===== src/rtl/exception_sequencer_pkg.sv =====
// rtl/exception_sequencer_pkg.sv - shared types and constants for the exception sequencer
// Contents: exc_state_t FSM encoding, cause-code constants, default vector addresses.
package exception_sequencer_pkg;

    typedef enum logic [2:0] {
        ST_IDLE    = 3'd0,
        ST_SAVE    = 3'd1,
        ST_READ    = 3'd2,
        ST_WAIT    = 3'd3,
        ST_LOAD    = 3'd4,
        ST_RESTORE = 3'd5,
        ST_HALT    = 3'd6
    } exc_state_t;

    localparam logic [1:0] CAUSE_OPCODE = 2'd0;
    localparam logic [1:0] CAUSE_OVF    = 2'd1;
    localparam logic [1:0] CAUSE_DIV    = 2'd2;

    localparam logic [7:0] DEF_VEC_OPCODE = 8'd254;
    localparam logic [7:0] DEF_VEC_OVF    = 8'd255;
    localparam logic [7:0] DEF_VEC_DIV    = 8'd253;

endpackage


===== src/rtl/exception_sequencer_priority_enc.sv =====
// rtl/exception_sequencer_priority_enc.sv - exception flag priority encoder
// Ports:
//   exc_flags  in  3  [0] invalid opcode, [1] overflow, [2] divide by zero
//   cause_code out 2  code of the highest-priority flag set
//   vector     out 8  handler vector byte address for that flag
// Priority is opcode > overflow > divide. Outputs are don't-care when no flag is set.
module exc_priority_enc
    import exception_sequencer_pkg::*;
#(
    parameter logic [7:0] VEC_OPCODE = DEF_VEC_OPCODE,
    parameter logic [7:0] VEC_OVF    = DEF_VEC_OVF,
    parameter logic [7:0] VEC_DIV    = DEF_VEC_DIV
) (
    input  logic [2:0] exc_flags,
    output logic [1:0] cause_code,
    output logic [7:0] vector
);

    always_comb begin
        cause_code = CAUSE_DIV;
        vector     = VEC_DIV;
        if (exc_flags[0]) begin
            cause_code = CAUSE_OPCODE;
            vector     = VEC_OPCODE;
        end else if (exc_flags[1]) begin
            cause_code = CAUSE_OVF;
            vector     = VEC_OVF;
        end
    end

endmodule


===== src/rtl/exception_sequencer.sv =====
// rtl/exception_sequencer.sv - multicycle exception entry / return sequencer
// Ports:
//   clock, reset          rising-edge clock, asynchronous active-low reset
//   exc_valid, exc_flags  exception request and cause flags from the control unit
//   rte_valid             return-from-exception request
//   pc_in                 current (already incremented) PC
//   mem_rdata             memory read data, only [7:0] used
//   busy                  sequencer owns the PC and memory path
//   mem_addr, mem_rd      vector fetch address and one-cycle read strobe
//   pc_wr, pc_out         PC write enable and value
//   epc, cause            Exception PC and Cause registers
//   in_handler            a handler is running
//   done                  one-cycle completion pulse
//   halted                double fault, only reset recovers
// All outputs are flops updated on state transitions, so nothing reaches
// pc_wr or mem_rd combinationally from the inputs.
module exception_sequencer
    import exception_sequencer_pkg::*;
#(
    parameter logic [7:0] VEC_OPCODE = DEF_VEC_OPCODE,
    parameter logic [7:0] VEC_OVF    = DEF_VEC_OVF,
    parameter logic [7:0] VEC_DIV    = DEF_VEC_DIV,
    parameter int         MEM_LAT    = 1,
    parameter int         PC_OFFSET  = 4
) (
    input  logic        clock,
    input  logic        reset,
    input  logic        exc_valid,
    input  logic [2:0]  exc_flags,
    input  logic        rte_valid,
    input  logic [31:0] pc_in,
    input  logic [31:0] mem_rdata,
    output logic        busy,
    output logic [31:0] mem_addr,
    output logic        mem_rd,
    output logic        pc_wr,
    output logic [31:0] pc_out,
    output logic [31:0] epc,
    output logic [31:0] cause,
    output logic        in_handler,
    output logic        done,
    output logic        halted
);

    exc_state_t state;
    logic [2:0] count;
    logic [7:0] vec_q;
    logic [1:0] cause_q;
    logic [1:0] enc_cause;
    logic [7:0] enc_vec;
    logic       exc_req;
    logic       unused_rdata;

    assign exc_req      = exc_valid && (exc_flags != 3'b000);
    assign unused_rdata = ^mem_rdata[31:8];

    exc_priority_enc #(
        .VEC_OPCODE (VEC_OPCODE),
        .VEC_OVF    (VEC_OVF),
        .VEC_DIV    (VEC_DIV)
    ) u_enc (
        .exc_flags  (exc_flags),
        .cause_code (enc_cause),
        .vector     (enc_vec)
    );

    always_ff @(posedge clock or negedge reset) begin
        if (!reset) begin
            state      <= ST_IDLE;
            count      <= 3'd0;
            vec_q      <= 8'd0;
            cause_q    <= 2'd0;
            busy       <= 1'b0;
            mem_addr   <= 32'd0;
            mem_rd     <= 1'b0;
            pc_wr      <= 1'b0;
            pc_out     <= 32'd0;
            epc        <= 32'd0;
            cause      <= 32'd0;
            in_handler <= 1'b0;
            done       <= 1'b0;
            halted     <= 1'b0;
        end else begin
            // Strobes default low; each is raised only for the state it belongs to.
            mem_rd <= 1'b0;
            pc_wr  <= 1'b0;
            done   <= 1'b0;
            case (state)
                ST_IDLE: begin
                    // Exception is checked first so it wins over a simultaneous rte.
                    if (exc_req && in_handler) begin
                        state  <= ST_HALT;
                        busy   <= 1'b1;
                        halted <= 1'b1;
                    end else if (exc_req) begin
                        state   <= ST_SAVE;
                        busy    <= 1'b1;
                        vec_q   <= enc_vec;
                        cause_q <= enc_cause;
                    end else if (rte_valid && in_handler) begin
                        state  <= ST_RESTORE;
                        busy   <= 1'b1;
                        pc_out <= epc;
                        pc_wr  <= 1'b1;
                        done   <= 1'b1;
                    end
                end
                ST_SAVE: begin
                    state      <= ST_READ;
                    epc        <= pc_in - 32'(PC_OFFSET);
                    cause      <= {30'd0, cause_q};
                    in_handler <= 1'b1;
                    mem_addr   <= {24'd0, vec_q};
                    mem_rd     <= 1'b1;
                end
                ST_READ: begin
                    state <= ST_WAIT;
                    count <= 3'(MEM_LAT - 1);
                end
                ST_WAIT: begin
                    // Read data is valid on the last WAIT edge; capture it as LOAD begins.
                    if (count == 3'd0) begin
                        state  <= ST_LOAD;
                        pc_out <= {24'd0, mem_rdata[7:0]};
                        pc_wr  <= 1'b1;
                        done   <= 1'b1;
                    end else begin
                        count <= count - 3'd1;
                    end
                end
                ST_LOAD: begin
                    state <= ST_IDLE;
                    busy  <= 1'b0;
                end
                ST_RESTORE: begin
                    state      <= ST_IDLE;
                    busy       <= 1'b0;
                    in_handler <= 1'b0;
                end
                ST_HALT: begin
                    state <= ST_HALT;
                end
                default: begin
                    state <= ST_IDLE;
                    busy  <= 1'b0;
                end
            endcase
        end
    end

endmodule


===== config.mk =====
export PLATFORM = sky130hd
export DESIGN_NAME = exception_sequencer
export DESIGN_NICKNAME = d
export VERILOG_FILES = /design/src/rtl/exception_sequencer_pkg.sv /design/src/rtl/exception_sequencer_priority_enc.sv /design/src/rtl/exception_sequencer.sv
export SDC_FILE = /design/constraint.sdc
export NUM_CORES = 1
export LEC_CHECK = 0
export ABC_CLOCK_PERIOD_IN_PS = 3090
export CAP_MARGIN = 20
export CORE_UTILIZATION = 46
export DETAILED_ROUTE_END_ITERATION = 8
export PLACE_DENSITY = 0.87
export SLEW_MARGIN = 15
export SYNTH_ARGS = -nofsm -noshare
export SYNTH_HDL_FRONTEND = slang
export SYNTH_SLANG_ARGS = --single-unit
export TNS_END_PERCENT = 10

===== constraint.sdc =====
create_clock -name clock -period 3.09 [get_ports clock]
set_input_delay 0.309 -clock clock [delete_from_list [all_inputs] [get_ports clock]]
set_output_delay 0.309 -clock clock [all_outputs]
set_load 0.01 [all_outputs]

=== Yosys cells after proc, flatten, opt, wreduce, memory -nomap -nowiden ===
Cells that the tools add are included.

* Bits in registers: 95
* Latch bits: 0
* Memory bits (writable): 0
* Memory bits (read-only): 0
* Input port bits: 71
* Output and inout bits: 134
* Word-level logic and storage cells: 71
* Memories kept: 0

* Add/sub/neg operators: 2
* Multiply operators: 0
* Div/mod/pow operators: 0
* Order comparisons: 0
* Equal/unequal tests: 11
* Shift-type cells: 0
* Muxes and demuxes: 27
* Bitwise operators: 2
* Reductions and logical operators: 16

{| class="wikitable"
|+ Operator list
! kind !! count
|-
| 32-bit 2-to-1 mux || 4
|-
| 32-bit one-hot mux with 2 select lines || 1
|-
| 32-bit by 3-bit subtractor with 32-bit output (second input constant) || 1
|-
| 3-bit 2-to-1 mux || 5
|-
| 3-bit one-hot mux with 5 select lines || 1
|-
| 2-bit != test (second input constant) || 5
|-
| 1-bit 2-to-1 mux || 8
|-
| 8-bit 2-to-1 mux || 1
|-
| 2-bit AND reduction || 4
|-
| 3-bit by 2-bit == test with 1-bit output (second input constant) || 2
|-
| 3-bit == test (second input constant) || 2
|-
| 3-bit logical NOT || 2
|-
| 2-bit 2-to-1 mux || 3
|-
| 1-bit one-hot mux with 2 select lines || 3
|-
| 3-bit one-hot mux with 2 select lines || 1
|-
| 2-bit nonzero test || 3
|-
| 5-bit AND reduction || 1
|-
| 4-bit != test (second input constant) || 1
|-
| 4-bit OR reduction || 1
|-
| 3-bit by 1-bit == test with 1-bit output (second input constant) || 1
|-
| 1-bit logical AND || 3
|-
| 3-bit AND reduction || 1
|-
| 3-bit nonzero test || 1
|-
| 3-bit by 1-bit subtractor with 3-bit output (second input constant) || 1
|-
| 1-bit NOT || 2
|}

=== Depth between registers and ports, before layout ===
Gate-level depths: netlist of the first run.

* Depth in word-level cells: 5
* Depth in mapped cells: 8
* Mapped depth without buffers: 6

=== Cells and area by module ===
Synthesis of the first run repeated with hierarchy kept, for this count alone.

* Cell total of the unflattened synthesis: 508
* Area, all modules: 4807.1 um^2

{| class="wikitable"
|+ By module, submodules not included
! module !! instances !! cells an instance !! area an instance (um^2)
|-
| exception_sequencer || 1 || 497 || 4738.3
|-
| exc_priority_enc || 1 || 11 || 68.8
|}

=== Worst setup path before layout of the first run ===
Ideal clock, no wire load.

* Kind: register -> register
* Start point: register count[0]
* End point: register pc_out[3]
* Arrival: 1.829 ns
* Slack: 1.137 ns
* Stages on the path, launching flop included: 8
* Buffers on the path: 1
* Clock period less this slack: 1.953 ns
* Cells stage by stage: dfrtp_1 -> inv_1 -> ha_1 -> nor2b_1 -> nand3_1 -> a21oi_2 -> buf_2 -> mux2_2

* Longest elaborated chain between the ends: 3

{| class="wikitable"
|+ Ends and longest elaborated chain
! element !! line !! text
|-
| start, declared || exception_sequencer.sv:46 || <nowiki>logic [2:0] count;</nowiki>
|-
| start signal, assigned || exception_sequencer.sv:118 || <nowiki>count <= 3'(MEM_LAT - 1);</nowiki>
|-
| start signal, assigned || exception_sequencer.sv:128 || <nowiki>count <= count - 3'd1;</nowiki>
|-
| 3-bit logical NOT || exception_sequencer.sv:122 || <nowiki>if (count == 3'd0) begin</nowiki>
|-
| 2-bit != test (no line) || - ||
|-
| 5-bit AND reduction (no line) || - ||
|-
| end signal, assigned || exception_sequencer.sv:103 || <nowiki>pc_out <= epc;</nowiki>
|-
| end signal, assigned || exception_sequencer.sv:124 || <nowiki>pc_out <= {24'd0, mem_rdata[7:0]};</nowiki>
|-
| end, declared || exception_sequencer.sv:37 || <nowiki>output logic [31:0] pc_out,</nowiki>
|}

Every way passes these cells.
A chain may end at the register's enable or synchronous reset.

=== Worst setup path in the final report of the first run ===
* Start point: register state[2]
* End point: register epc[29]

* Longest elaborated chain between the ends: 1

{| class="wikitable"
|+ Ends and longest elaborated chain
! element !! line !! text
|-
| start, declared || exception_sequencer.sv:45 || <nowiki>exc_state_t state;</nowiki>
|-
| start signal, assigned || exception_sequencer.sv:69 || <nowiki>state <= ST_IDLE;</nowiki>
|-
| start signal, assigned || exception_sequencer.sv:92 || <nowiki>state <= ST_HALT;</nowiki>
|-
| start signal, assigned || exception_sequencer.sv:96 || <nowiki>state <= ST_SAVE;</nowiki>
|-
| 3-bit by 1-bit == test with 1-bit output || exception_sequencer.sv:88 || <nowiki>case (state)</nowiki>
|-
| end signal, assigned || exception_sequencer.sv:110 || <nowiki>epc <= pc_in - 32'(PC_OFFSET);</nowiki>
|-
| end, declared || exception_sequencer.sv:38 || <nowiki>output logic [31:0] epc,</nowiki>
|}

Every way passes these cells.

==> out/qor.yml, run 1 <==
die:
  rows: 36
  fp.coreArea_sq_mm: 0.00973
  die_h_um: 102
  start_util_pct: 47.2
  ios: 205
  die_x_um: 102
  die-area_sq_mm: 0.0104
global_routing:
  grt_pass1_vias: 3661
  grt_start_max_net_pins: 86
  overflow: 0
  grt_usage_pct: 22.1
  grt-busiest-layer: "met2"
  met3_usage_pct: 3.35
  grt_pass1_wl_um: 17800
  met2_usage_pct: 39.2
  use_met1_pct: 27.7
  antenna_found_initial: 0
sta:
  min_period_ns: 2.41
  setup_viol: 0
  finalClockSkew_ns: 0.0207
  fmax_ghz: 0.415
  holdWs_ns: -0.00924
  final_max_slew_viol_count: 0
  rsz0062_at_grt: "false"
  max_slew_margin_pct: 46.5
  finalHoldViolCount: 6
  fin_crit_sh_pct: 78.0
  worstMarginPinSlew_ns: 0.803
  setup_tns_ns: 0
critical_path:
  worst_setup_path_end_kind: "flop"
  crit_required_ns: 3.34
  cp_max_fo: 25
  cp.arrival_ns: 2.67
  critPathLaunchType: "flop"
  path_class: "reg -> reg"
route:
  drc: 0
  vias: 3801
  drt_iter0_drc: 288
  ant_nets: 0
  viasPerCell: 5.11
  drt_wl_total_um: 11100
  dr.pass1.iters: 5
  routedWlPerCell_um: 15.0
synthesis:
  synth_flop_cell: "dfrtp_1"
  avgSynthCellArea_sq_um: 9.47
  ys_warn_count: 0
  netlist.area_leader.share_pct: 46.3
  syn_inst: 485
  yosys-top-cells-area: "dfrtp_1, buf_4, nand2_1"
  synth.distinct_cells: 46
  yosys.area.top_type: "dfrtp_1"
  netlist_top_cells_count: "dfrtp_1, nand2_1, buf_4"
  ys_seq_elements: 85
  syn_area_sq_mm: 0.00459
  seq_area_frac_synth_pct: 46.3
  synthArstFlopShare_pct: 100
  synth-edff-count: 0
  synth_most_common_cell: "dfrtp_1"
clock_tree:
  cts_buffers: 9
  clockRootBuffer: "clkbuf_8"
  cts_tree: "done"
  clock_path_buffers: 2
  cts_hold_buf: 0
  htreeDepth: 3
  cts.repair.resized: 0
  cts_setup_buffers: 0
  path_clk_slew_ns: 0.10
  insertion_delay_ns: 0.34
  clock_sinks: 85
power_and_ir_drop:
  p_per_area_mw_per_mm2: 905
  p_leak_nw: 2.63
  finalPower_mw: 5.41
  irDropWorstVdd_mv: 0.455
place:
  dpl_cell_area_sq_mm: 0.00578
  hpwlAfterDp_um: 8360
  gp_congestion: 0.922
  numPortBuffers: 126
status:
  violations: "negative hold slack"
  status: "finished with violations"
cells_and_area:
  fin_area_sq_mm: 0.00597
  layout.nets: 680
  layout-drive-gt1-share_pct: 9.49
  fin_util_pct: 61.4
  insertedDiodeCount: 0
  syn2layout_area_growth_pct: 30.0
job:
  maxCapViolCount: 0
hold_path:
  hp-class: "in -> async"
where the power goes:
group          total [mW]  internal, mW  leakage, nW  switching (mW)
Clock               0.789         0.379        0.104           0.410
Sequential           2.04          1.63         1.02           0.406
Combinational        2.58          1.41         1.51            1.17
cells by family (layout without fill, tap and decap cells):
family                     count (synthesis)  count (layout)  share of synthesized area (%)
AOI/OAI and AO/OA                         61              61                           8.44
xor gates and xnor gates                  11              11                           2.10
adders and majority gates                  3               3                          0.817
buffers and inverters                    113             186                           14.3
DFF                                       85              85                           46.3
muxes                                     43              43                           9.83
other                                      1              54                         0.0816
and+or+nand+nor                          168             168                           18.1
critical path: stages (launching register included):
cell and delay (ns):
dfrtp_1 0.53, or3b_2 0.53, buf_4 0.23, inv_1 0.59, buf_4 0.25, nor2_1 0.04
a31oi_1 0.12
final cells by class:
| class | count | area (sq um) |
|---|---|---|
| Timing Repair Buffer | 137 | 1350 |
| Clock inverter | 7 | 71.3 |
| Multi-Input combinational cell | 340 | 2020 |
| Fill cell | 817 | 3750 |
| Tap cell | 133 | 166 |
| Clock buffer | 9 | 124 |
| Inverter | 33 | 124 |
| Sequential cell | 85 | 2130 |
layout by cell type (no fill, tap or decap), types with 5 or more instances in the layout:
| cell type | Yosys | layout |
|---|---|---|
| nand2_1 | 78 | 78 |
| clkbuf_8 | 0 | 9 |
| xor2_1 | 8 | 8 |
| dfrtp_1 | 85 | 85 |
| conb_1 | 1 | 54 |
| mux2_2 | 17 | 17 |
| or4_1 | 11 | 11 |
| or3_1 | 5 | 5 |
| a21oi_1 | 7 | 7 |
| nand3_1 | 11 | 11 |
| nor3_1 | 6 | 6 |
| or2_2 | 5 | 5 |
| inv_1 | 33 | 33 |
| buf_4 | 60 | 11 |
| o21ai_0 | 23 | 23 |
| o31ai_1 | 5 | 5 |
| clkdlybuf4s50_1 | 0 | 125 |
| nand4_1 | 7 | 7 |
| mux2i_1 | 26 | 26 |
| nor2_1 | 25 | 25 |
| a31oi_1 | 8 | 8 |
per-layer routing:
| layer | up-vias | part of all wire (%) |
|---|---|---|
| met3 | 18 | 6.5 |
| met2 | 175 | 51 |
| met4 | 0 | 1.8 |
| met1 | 1832 | 41 |
| met5 | - | 0 |
| li1 | 1776 | - |
worst paths after layout:
kind                          start     endpoint  slack [ns]  cells after the start
hold / removal                reset   pc_out[28]      -0.009                      1
setup reg to reg           state[2]      epc[29]        0.68                      6
hold reg to reg            vec_q[6]  mem_addr[6]        0.45                      2
min in group clock         vec_q[6]  mem_addr[6]        0.45                      2
setup / recovery           state[2]      epc[29]        0.68                      6
max in group asynchronous     reset    pc_out[5]        2.50                      1
sequential cells by signal (all words and copies together) (netlist names):
signal	cells
state	3
cause	2
mem_rd	1
in_handler	1
pc_out	32
halted	1
epc	32
mem_addr	3
vec_q	3
busy	1
cause_q	2
done	1
count	3
metrics by stage:
stage	std cells	worst slack, ns
floorplan	538	1.14
global placement	728	0.426
detailed placement	728	0.360
CTS	744	0.678
global route	744	0.489
finish	744	0.679
No activity file was read; power rests on OpenSTA's default activity.
==> run 2: changes to the inputs <==
- ABC_CLOCK_PERIOD_IN_PS: 3090 -> 2300
- CORE_UTILIZATION: 46 -> 42
- PLACE_DENSITY: 0.87 -> 0.81
- clock period: 3.09 -> 2.3 ns (I/O delays scaled with it)
==> out/qor.yml, run 2 (same netlist as run 1, synthesis figures left out) <==
route:
  ant_nets: 0  # unchanged
  vias: 3888  # was 3,801
  dr.pass1.iters: 5  # unchanged
  routedWlPerCell_um: 14.9  # was 15.0 um
  drt_iter0_drc: 278  # was 288
  drc: 0  # unchanged
  viasPerCell: 5.00  # was 5.11
  drt_wl_total_um: 11600  # was 11,100 um
critical_path:
  worst_setup_path_end_kind: "flop"  # unchanged
  crit_chain: "clkdlybuf4s50_1 > nor4_1 > nand4_1 > or4_1 > a31oi_1"  # was or3b_2 > buf_4 > inv_1 > buf_4 > nor2_1 > a31oi_1
  critPathLaunchType: "input pin"  # was flop
  crit_family: "simple AND/OR/NAND/NOR gates"  # was buffers and inverters
  cpMaxStageDelayCell: "nor4_1"  # was inv_1
  cp_max_fo: 7  # was 25
  cpPeakStageDelay_ns: 0.53  # was 0.59 ns
  path_buf_inv: 1  # was 3
  crit_required_ns: 2.57  # was 3.34 ns
  cp.arrival_ns: 2.36  # was 2.67 ns
  path_class: "in -> reg"  # was reg -> reg
job:
  maxCapViolCount: 0  # unchanged
clock_tree:
  clock_path_buffers: 2  # unchanged
  cts_setup_buffers: 0  # unchanged
  cts_tree: "done"  # unchanged
  path_clk_slew_ns: 0.09  # was 0.10 ns
  htreeDepth: 3  # unchanged
  insertion_delay_ns: 0.36  # was 0.34 ns
  clockRootBuffer: "clkbuf_8"  # unchanged
  cts_buffers: 9  # unchanged
  clock_sinks: 85  # unchanged
sta:
  fin_crit_sh_pct: 90.7
  max_slew_margin_pct: 61.2  # was 46.5%
  finalHoldViolCount: 0  # was 6
  fmax_ghz: 0.479
  worstMarginPinSlew_ns: 0.582  # was 0.803 ns
  final_max_slew_viol_count: 0  # unchanged
  min_period_ns: 2.09
  setup_viol: 0  # unchanged
  finalClockSkew_ns: 0.0116  # was 0.0207 ns
  rsz0062_at_grt: "false"  # unchanged
global_routing:
  overflow: 0  # unchanged
  grt_pass1_vias: 3863  # was 3,661
  antenna_found_initial: 0  # unchanged
  grt_start_max_net_pins: 45  # was 86
  grt_pass1_wl_um: 18600  # was 17,800 um
  grt_usage_pct: 21.0  # was 22.1%
cells_and_area:
  layout.nets: 711  # was 680
  insertedDiodeCount: 0  # unchanged
  fillers: 865  # was 817
  syn2layout_area_growth_pct: 37.1  # was 30.0%
  reg.largest.list: "epc: 32 flops, pc_out: 32 flops"  # unchanged
  fin_area_sq_mm: 0.00630  # was 0.00597 sq mm
  layout-drive-gt1-share_pct: 13.6  # was 9.49%
  multi_input_area_sq_mm: 0.00202  # unchanged
  final_cell_mix: "clkdlybuf4s50_1, dfrtp_1, nand2_1, conb_1, buf_4"  # was clkdlybuf4s50_1, dfrtp_1, nand2_1, conb_1, inv_1
  fin_util_pct: 60.2  # was 61.4%
  final-seq-area_sq_mm: 0.00213  # unchanged
  final_common_cell: "clkdlybuf4s50_1"  # unchanged
place:
  numPortBuffers: 126  # unchanged
  gp_congestion: 0.892  # was 0.922
  dpl_cell_area_sq_mm: 0.00604  # was 0.00578 sq mm
  hpwlAfterDp_um: 8760  # was 8360 um
status:
  status: "complete, no violations"  # was finished with violations
die:
  die_x_um: 107  # was 102 um
  start_util_pct: 43.9  # was 47.2%
  die_h_um: 107  # was 102 um
  fp.coreArea_sq_mm: 0.0105  # was 0.00973 sq mm
  ios: 205  # unchanged
  rows: 37  # was 36
  die-area_sq_mm: 0.0114  # was 0.0104 sq mm
power_and_ir_drop:
  irDropWorstVdd_mv: 0.540  # was 0.455 mV
  finalPower_mw: 7.65  # was 5.41 mW
  p_leak_nw: 2.81  # was 2.63 nW
  p_per_area_mw_per_mm2: 1210  # was 905 mW/mm^2
hold_path:
  hp-class: "in -> reg"  # was in -> async
run 2: changes by cell type in the layout (fill, tap and decap cells not counted):
| cell | before | now |
|---|---|---|
| dlygate4sd3_1 | 0 | 1 |
| buf_12 | 0 | 3 |
| inv_6 | 3 | 0 |
| clkinv_2 | 3 | 0 |
| buf_6 | 1 | 0 |
| clkbuf_1 | 0 | 1 |
| buf_4 | 11 | 39 |
| clkinv_4 | 0 | 2 |
| clkbuf_8 | 9 | 10 |
| bufinv_16 | 1 | 3 |
run 2: power breakdown:
part	switching [mW]	total (mW)	internal, mW
combinational	1.63	3.64	2.00
clock	0.556	1.31	0.756
sequential	0.504	2.70	2.19
run 2: worst reg2reg max path, stage by stage, from the launching register on:
cell and delay, ns:
dfrtp_1 0.41, inv_1 0.10, ha_1 0.16, nor2b_1 0.33, nand3_1 0.18, a21oi_4 0.23, buf_12 0.18, mux2_2 0.34
run 2: layout make-up:
cell class / instances / area share, %
Tap cell: 136 / 2.70
Inverter: 33 / 1.97
Multi-Input combinational cell: 340 / 32.0
Sequential cell: 85 / 33.8
Clock buffer: 11 / 2.24
Timing Repair Buffer: 168 / 25.6
Clock inverter: 5 / 1.71
run 2: worst paths after layout:
kind                       startpoint    endpoint  slack [ns]  cells after the start
min in group asynchronous       reset  pc_out[30]        0.41                      2
max in group asynchronous       reset      epc[2]        1.26                      3
setup reg to reg             count[0]   pc_out[6]        0.25                      7
setup / recovery            pc_in[17]     epc[28]        0.21                      5
hold reg to reg            cause_q[0]    cause[0]        0.48                      2
hold / removal               pc_in[0]      epc[0]        0.39                      3
run 2: metrics by stage:
step	setup TNS (ns)	cells	setup slack, ns	hold WS, ns
finish	0	778	0.213	0.393
global route	0	778	0.0639	0.415
CTS	0	778	0.234	0.375
detailed placement	-0.201	761	-0.0886	0.272
global placement	-0.0319	761	-0.0319	0.264
floorplan	0	538	0.347	-0.0656
run 2: repair_timing:
action | 4_1_cts | 5_1_grt
endpoints found under the hold margin | 43 | 0
gates resized for setup | 0 | 0
hold buffers | 1 | 0
endpoints found under the setup margin | 0 | 0
run 2: metal layers:
| layer | GRT usage [%] | up-vias | part of all wire, % | wire length, um |
|---|---|---|---|---|
| li1 | - | 1838 | - | - |
| met1 | 25.7 | 1858 | 42 | 4830 |
| met2 | 36.7 | 167 | 50 | 5740 |
| met3 | 3.04 | 25 | 5.9 | 678 |
| met4 | 9.00 | 0 | 2.6 | 303 |
| met5 | 0 | - | 0 | 0 |
